<file path="src/rtl/sd_cmd_response_receiver.sv">
// SD command-line response receiver: waits within the NCR window for a start bit,
// shifts in a 48/136-bit response, checks tx bit, CRC7 and end bit, and reports the fields.
module sd_cmd_response_receiver #(
  parameter int unsigned gNcrCycles = 64
) (
  input  logic         Clk,
  input  logic         ResetAsync,
  input  logic         Cmd,
  input  logic         Arm,
  input  logic         LongResp,
  input  logic         CheckCrc,
  output logic         Busy,
  output logic         Done,
  output logic [5:0]   Index,
  output logic [31:0]  Arg,
  output logic [119:0] LongData,
  output logic [6:0]   RespCrc,
  output logic         TimeoutErr,
  output logic         TxBitErr,
  output logic         CrcErr,
  output logic         EndBitErr
);

  localparam int unsigned CNT_W   = 8;
  localparam int unsigned FRAME_W = 134;
  localparam logic [CNT_W-1:0] SHORT_LAST = CNT_W'(47);
  localparam logic [CNT_W-1:0] LONG_LAST  = CNT_W'(135);
  localparam logic [CNT_W-1:0] NCR_LAST   = CNT_W'(gNcrCycles - 1);

  typedef enum logic [1:0] {
    IDLE,
    WAIT_START,
    SHIFT,
    FINISH
  } state_e;

  state_e               state_q, state_d;
  logic [CNT_W-1:0]     cnt_q, cnt_d;
  logic [FRAME_W-1:0]   frame_q, frame_d;
  logic [6:0]           crc_q, crc_d;
  logic                 long_q, long_d;
  logic                 chk_q, chk_d;
  logic                 to_q, to_d;
  logic                 txe_q, txe_d;
  logic                 ende_q, ende_d;

  logic                 busy_q, busy_d;
  logic                 done_q, done_d;
  logic [5:0]           index_q, index_d;
  logic [31:0]          arg_q, arg_d;
  logic [119:0]         ldata_q, ldata_d;
  logic [6:0]           rcrc_q, rcrc_d;
  logic                 to_err_q, to_err_d;
  logic                 tx_err_q, tx_err_d;
  logic                 crc_err_q, crc_err_d;
  logic                 end_err_q, end_err_d;

  // Serial CRC7, generator x^7 + x^3 + 1, MSB first.
  function automatic logic [6:0] crc7_step(input logic [6:0] c, input logic b);
    logic fb;
    fb = c[6] ^ b;
    return {c[5:3], c[2] ^ fb, c[1:0], fb};
  endfunction

  always_comb begin
    state_d   = state_q;
    cnt_d     = cnt_q;
    frame_d   = frame_q;
    crc_d     = crc_q;
    long_d    = long_q;
    chk_d     = chk_q;
    to_d      = to_q;
    txe_d     = txe_q;
    ende_d    = ende_q;
    busy_d    = busy_q;
    done_d    = 1'b0;
    index_d   = index_q;
    arg_d     = arg_q;
    ldata_d   = ldata_q;
    rcrc_d    = rcrc_q;
    to_err_d  = to_err_q;
    tx_err_d  = tx_err_q;
    crc_err_d = crc_err_q;
    end_err_d = end_err_q;

    unique case (state_q)
      IDLE: begin
        // An Arm coinciding with the Done pulse is dropped.
        if (Arm && !done_q) begin
          long_d    = LongResp;
          chk_d     = CheckCrc;
          cnt_d     = '0;
          frame_d   = '0;
          crc_d     = '0;
          to_d      = 1'b0;
          txe_d     = 1'b0;
          ende_d    = 1'b0;
          busy_d    = 1'b1;
          index_d   = '0;
          arg_d     = '0;
          ldata_d   = '0;
          rcrc_d    = '0;
          to_err_d  = 1'b0;
          tx_err_d  = 1'b0;
          crc_err_d = 1'b0;
          end_err_d = 1'b0;
          state_d   = WAIT_START;
        end
      end

      WAIT_START: begin
        if (!Cmd) begin
          frame_d = {frame_q[FRAME_W-2:0], Cmd};
          cnt_d   = CNT_W'(1);
          if (!long_q) crc_d = crc7_step(crc_q, Cmd);
          state_d = SHIFT;
        end else if (cnt_q == NCR_LAST) begin
          to_d    = 1'b1;
          state_d = FINISH;
        end else begin
          cnt_d = cnt_q + CNT_W'(1);
        end
      end

      SHIFT: begin
        frame_d = {frame_q[FRAME_W-2:0], Cmd};
        cnt_d   = cnt_q + CNT_W'(1);
        // Short CRC spans ordinals 0..39; long CRC skips the 8-bit header (8..127).
        if (long_q ? (cnt_q >= CNT_W'(8) && cnt_q <= CNT_W'(127)) : (cnt_q <= CNT_W'(39)))
          crc_d = crc7_step(crc_q, Cmd);
        if (cnt_q == CNT_W'(1) && Cmd) txe_d = 1'b1;
        if (cnt_q == (long_q ? LONG_LAST : SHORT_LAST)) begin
          if (!Cmd) ende_d = 1'b1;
          state_d = FINISH;
        end
      end

      FINISH: begin
        done_d  = 1'b1;
        busy_d  = 1'b0;
        state_d = IDLE;
        if (to_q) begin
          to_err_d = 1'b1;
        end else begin
          index_d   = long_q ? frame_q[133:128] : frame_q[45:40];
          arg_d     = long_q ? 32'd0 : frame_q[39:8];
          ldata_d   = long_q ? frame_q[127:8] : 120'd0;
          rcrc_d    = frame_q[7:1];
          tx_err_d  = txe_q;
          end_err_d = ende_q;
          crc_err_d = chk_q && (frame_q[7:1] != crc_q);
        end
      end

      default: state_d = IDLE;
    endcase
  end

  always_ff @(posedge Clk or posedge ResetAsync) begin
    if (ResetAsync) begin
      state_q   <= IDLE;
      cnt_q     <= '0;
      frame_q   <= '0;
      crc_q     <= '0;
      long_q    <= 1'b0;
      chk_q     <= 1'b0;
      to_q      <= 1'b0;
      txe_q     <= 1'b0;
      ende_q    <= 1'b0;
      busy_q    <= 1'b0;
      done_q    <= 1'b0;
      index_q   <= '0;
      arg_q     <= '0;
      ldata_q   <= '0;
      rcrc_q    <= '0;
      to_err_q  <= 1'b0;
      tx_err_q  <= 1'b0;
      crc_err_q <= 1'b0;
      end_err_q <= 1'b0;
    end else begin
      state_q   <= state_d;
      cnt_q     <= cnt_d;
      frame_q   <= frame_d;
      crc_q     <= crc_d;
      long_q    <= long_d;
      chk_q     <= chk_d;
      to_q      <= to_d;
      txe_q     <= txe_d;
      ende_q    <= ende_d;
      busy_q    <= busy_d;
      done_q    <= done_d;
      index_q   <= index_d;
      arg_q     <= arg_d;
      ldata_q   <= ldata_d;
      rcrc_q    <= rcrc_d;
      to_err_q  <= to_err_d;
      tx_err_q  <= tx_err_d;
      crc_err_q <= crc_err_d;
      end_err_q <= end_err_d;
    end
  end

  assign Busy       = busy_q;
  assign Done       = done_q;
  assign Index      = index_q;
  assign Arg        = arg_q;
  assign LongData   = ldata_q;
  assign RespCrc    = rcrc_q;
  assign TimeoutErr = to_err_q;
  assign TxBitErr   = tx_err_q;
  assign CrcErr     = crc_err_q;
  assign EndBitErr  = end_err_q;

endmodule

</file>
<file path="config.mk">
export PLATFORM = sky130hd
export DESIGN_NAME = sd_cmd_response_receiver
export DESIGN_NICKNAME = d
export VERILOG_FILES = /design/src/rtl/sd_cmd_response_receiver.sv
export SDC_FILE = /design/constraint.sdc
export NUM_CORES = 1
export LEC_CHECK = 0
export ABC_AREA = 1
export BUFFER_PORTS_ARGS = -buffer_cell sky130_fd_sc_hd__buf_2
export CAP_MARGIN = 10
export CORE_MARGIN = 1
export CORE_UTILIZATION = 50
export CTS_CLUSTER_SIZE = 12
export DETAILED_ROUTE_END_ITERATION = 6
export PLACE_DENSITY = 0.71
export SLEW_MARGIN = 20
export SYNTH_ARGS = -nofsm -noshare
export SYNTH_HDL_FRONTEND = slang
export SYNTH_SLANG_ARGS = --single-unit
</file>
<file path="constraint.sdc">
create_clock -name Clk -period 14.5 [get_ports Clk]
set_input_delay 2.175 -clock Clk [delete_from_list [all_inputs] [get_ports Clk]]
set_output_delay 2.175 -clock Clk [all_outputs]
set_load 0.02 [all_outputs]
</file>
Word level (Yosys, flattened, before mapping)
Index checks and enable logic that the tools add are counted.

Bits of input ports: 6. Output and inout port bits: 171. Logic and storage cells: 119. Register bits: 327.

Add/subtract/negate cells: 1. $lt $le $gt $ge: 3. Equality and inequality tests: 20. Bitwise logic cells: 2. Mux-type cells: 53. Reductions and logical operators: 21.

Operators with widths (number): case mux 134 bit (3 select lines) (1); two-way mux 120 bit (3); two-way mux 134 bit (2); case mux 120 bit (2 select lines) (1); two-way mux 32 bit (3); case mux 32 bit (2 select lines) (1); two-way mux 7 bit (5); two-way mux 8 bit (4); case mux 8 bit (3 select lines) (1); inequality test 2 bit (second input constant) (11); case mux 7 bit (3 select lines) (1); two-way mux 6 bit (3); AND reduction 3 bit (6); case mux 1 bit (2 select lines) (8); case mux 7 bit (2 select lines) (1); two-way mux 1 bit (13); case mux 6 bit (2 select lines) (1); adder 8 x 1 -> 8 bit (second input constant) (1); equality test 8 x 1 -> 1 bit (second input constant) (1); equality test 8 x 6 -> 1 bit (second input constant) (1); equality test 8 bit (1); >= comparator 8 x 4 -> 1 bit (second input constant) (1); <= comparator 8 x 6 -> 1 bit (second input constant) (1); <= comparator 8 x 7 -> 1 bit (second input constant) (1); 15 further kinds (28).

Logic depth before layout (Yosys ltp)
Word-level depth: 5. Mapped depth: 11. Mapped depth without buffers: 11.

Worst setup path after synthesis
OpenSTA, ideal clock, no wires.

Path type: input port to flip-flop. Start: input port Arm. End: register frame_q[115]. Data required time: 14.381 ns. Setup time: 0.119 ns. Data arrival time: 2.995 ns. Path slack: 11.386 ns. Path buffers: 2. Stages on the path: 7. Cell sequence: nand3_4 -> o21ai_4 -> nand2_4 -> inv_4 -> buf_6 -> clkbuf_4 -> o21ai_2.

Longest elaborated chain between the ends: 3.

Ends and longest elaborated chain: from (decl) (line 9) `input logic Arm,`; logical AND 1 bit (line 89) `if (Arm && !done_q) begin`; inequality test 2 bit (no source line); AND reduction 3 bit (no source line); to (signal assigned) (line 183) `frame_q <= frame_d;`; to (decl) (line 39) `logic [FRAME_W-1:0] frame_q, frame_d;`.

No other way between the ends. A chain may end at the register's enable or synchronous reset.

Worst setup path after layout
Start: input port Arm. End: register frame_q[86].

The elaborated chain is that of the path after synthesis.

==> metrics.md <==
| Metric | Value |
|---|---|
| Global-route wire length before repair | 49400 µm |
| Synth unique cells | 35 |
| CTS tree | yes |
| CTS max path bufs | 3 |
| Cts bufs inserted | 36 |
| FF/Latch Area | 0.00818 mm² |
| Overall routing resource usage | 21.4% |
| Fraction of power consumed by sequential logic | 36.0% |
| WL final | 29400 µm |
| DP HPWL | 17900 µm |
| Die ar. | 0.0281 mm² |
| Slowest stage delay, CP | 0.73 ns |
| Cells after Synth | 1360 |
| Psw | 1100 µW |
| Min-delay worst type | reg2reg |
| CP startpoint kind | primary input |
| Met1 usage | 31.1% |
| Comb pwr share | 31.3% |
| Seq cells post-synth | 327 |
| Crit path capture | frame_q[86]$_DFFE_PP0P_ |
| GR peak layer | met2 |
| Iteration-0 DRC count of the detailed router | 1022 |
| Cell Chain, Critical Path | buf_2 > nand3_4 > o21ai_4 > nand2_4 > inv_8 > buf_4 > nand3_1 > o21ai_0 |
| Maximum vdd drop | 0.265 mV |
| Setup repair bufs after CTS | 0 |
| Synth Warn # | 0 |
| Post-synth EDFFs | 0 |
| Antenna violations before repair | 0 |
| Maximum fanout along the worst path | 159 |
| # rows | 60 |
| Pre-antenna DRT Iters | 5 |
| Main synth FF type | dfrtp_1 |
| Clock Sinks | 327 |
| Most common cell in the netlist | dfrtp_1 |
| Hold_buf cts | 0 |
| Slew headroom | 25.5% |
| Layout cells sized above 1 | 19.8% |
| Post-synth top area cell | dfrtp_1 |
| Fmax | 246 MHz |
| Pins over their slew limit | 0 |
| Top cell type's share of synthesized area | 59.7% |
| Core area | 0.0270 mm² |
| Leak Pwr | 0.00747 µW |
| # port buffers | 176 |
| Grt total ovfl | 0 |
| Synth async-reset ratio | 100% |
| WL per Instance | 16.0 µm |
| Vias per cell | 5.46 |
| Post-layout net count | 1491 |
| Setup violations, final | 0 |
| Initial Util | 50.9% |
| Total power draw | 2670 µW |
| Worst R2R Path Depth | 9 |
| Fin. Hold Viols | 0 |
| Kind of end point of the critical path | flop |
| Drc violations | 0 |
| ANT nets after route | 0 |
| CP required | 14.91 ns |
| Setup TNS | 0 ns |
| Die Span Y | 168 µm |
| Synth area leaders | dfrtp_1, nand2_1, nand3_1 |
| Die width | 168 µm |
| Boundary pin count | 177 |
| Final period util | 28.1% |
| Fillcell total | 2338 |
| Htree depth | 2 |
| Worst r2r dst | frame_q[86]$_DFFE_PP0P_ |
| CTS root buf | clkbuf_16 |
| Cell Pwr Density | 171 mW/mm² |
| Met3 Use GR | 4.70% |
| Clk pwr share | 32.7% |
| Crit path max-delay family | buffers and inverters |
| Worst skew pair latency | 0.51 ns |
| Clk_skew | 0.0104 ns |
| Flop-to-flop setup slack | 11.24 ns |
| Reg-to-Reg Start | state_q[0]$_DFFE_PP0P_ |
| Min Tclk post-route | 4.07 ns |
| Largest net degree at the start of global routing | 160 |
| Crit. Startpoint | Arm |
| CP Depth | 8 |
| Worst path buffer plus inverter count | 3 |
| Worst Tran Pin Value | 1.12 ns |
| Status | finished clean |
| Gpl congestion | 0.805 |
| Footprint of the multi-input gates | 0.00435 mm² |
| Cell Int Power | 1570 µW |
| Register area share after synthesis | 59.7% |
| Clock-pin slew on the worst setup and hold paths | 0.06 ns |
| Worst Setup Path Type | in2reg |
| Maximum capacitance violations | 0 |
| Vias in the first global route | 9606 |
| Met2 Resource Use GR | 32.4% |
| Worst EP arrival | 4.48 ns |
| N_diodes | 0 |
| Critical path's slowest cell | buf_4 |
| Via count | 10000 |
| Post_cts resized | 0 |
| Switching Fraction | 41.2% |
| Avg Inst Size Synth | 10.1 µm² |
| Syn_nets | 1373 |
| RSZ-0062 raised after global routing | false |
| Commonest cells post-synth | dfrtp_1, nand2_1, inv_1 |
| Area delta synth->final | 14.2% |
| Mapped Area | 0.0137 mm² |
## per-layer routing
layer  vias up  part of all wire [%]
met2       251                    45
li1       4866                     -
met5         -                     0
met3        35                   5.5
met1      4881                    48
met4         0                   1.5
## power groups by stage
stage / Sequential [µW] / Combinational (µW) / Clock, µW
finish: 961 / 838 / 874
global route: 965 / 933 / 934
CTS: 961 / 832 / 896
detailed placement: 977 / 828 / 0
global placement: 977 / 814 / 0
floorplan: 981 / 785 / 0
## worst reg2reg max path, stage by stage (launching register included)
cell     delay (ns)
dfrtp_1        0.41
inv_1          0.14
ha_1           0.38
nand3_4        0.18
o21ai_4        0.14
nand2_4        0.18
inv_8          0.62
buf_4          0.78
nand3_1        0.19
o21ai_0        0.15
## worst min-delay path by stage
stage | startpoint | end | depth (start not counted)
2_1_floorplan | ende_q$_DFFE_PP0P_ | ende_q$_DFFE_PP0P_ | 2
3_3_place_gp | Arg[17]$_DFFE_PP0P_ | Arg[17]$_DFFE_PP0P_ | 2
3_5_place_dp | Arg[10]$_DFFE_PP0P_ | Arg[10]$_DFFE_PP0P_ | 2
4_1_cts | LongData[23]$_DFFE_PP0P_ | LongData[23]$_DFFE_PP0P_ | 2
5_1_grt | LongData[81]$_DFFE_PP0P_ | LongData[81]$_DFFE_PP0P_ | 2
6_report | LongData[80]$_DFFE_PP0P_ | LongData[80]$_DFFE_PP0P_ | 2
## layout by cell type, fill, tap and decap left out, drive strengths merged
cell type	n
dfrtp	327
nand2	243
buf	185
o21ai	169
inv	158
nand3	141
o31ai	89
o41ai	62
clkbuf	51
nor2	21
a22oi	7
nand4	7
ha	7
xor2	6
clkinv	6
a21oi	5
o211ai	2
a22o	2
xnor2	2
nor3	2
nand3b	1
or2	1
o22ai	1
mux2	1
bufinv	1
clkinvlp	1
## registers in the layout, indices dropped and copies added (netlist names)
signal	flops
to_q	1
long_q	1
ende_q	1
EndBitErr	1
frame_q	134
chk_q	1
LongData	120
TxBitErr	1
Arg	32
cnt_q	8
Busy	1
state_q	2
RespCrc	7
Done	1
crc_q	7
txe_q	1
Index	6
TimeoutErr	1
CrcErr	1
## area by class of cell
class / count / area share, %
clock inverter: 7 / 0.495
tap: 341 / 2.72
multi-input combinational: 769 / 27.8
clock buffer: 51 / 6.77
sequential: 327 / 52.2
inverter: 159 / 3.91
timing repair buffer: 185 / 6.10
## metrics by stage
| stage | instance area [µm²] | worst slack [ns] | util (%) | hold WS, ns | std cells |
|---|---|---|---|---|---|
| after floorplan | 13700 | 3.27 | - | 0.443 | 1360 |
| after global placement | 14500 | 9.71 | 53.8 | 0.458 | 1781 |
| after detailed placement | 14500 | 9.58 | 53.8 | 0.458 | 1781 |
| after CTS | 15600 | 10.10 | 58.1 | 0.477 | 1839 |
| after global routing | 15700 | 10.15 | 58.1 | 0.485 | 1839 |
| final | 15700 | 10.43 | 58.1 | 0.475 | 1839 |
## cells by family (layout without fill, tap and decap cells)
logic type	count (synthesis)	count (layout)	share of synthesized area, %
buffers and inverters	264	402	8.84
DFF	327	327	59.7
AOI/OAI and AO/OA	337	337	17.2
and+or+nand+nor	416	416	13.0
muxes	1	1	0.0821
adders and majority gates	7	7	0.639
xor gates and xnor gates	8	8	0.511
(Power assumes the default switching activity.)
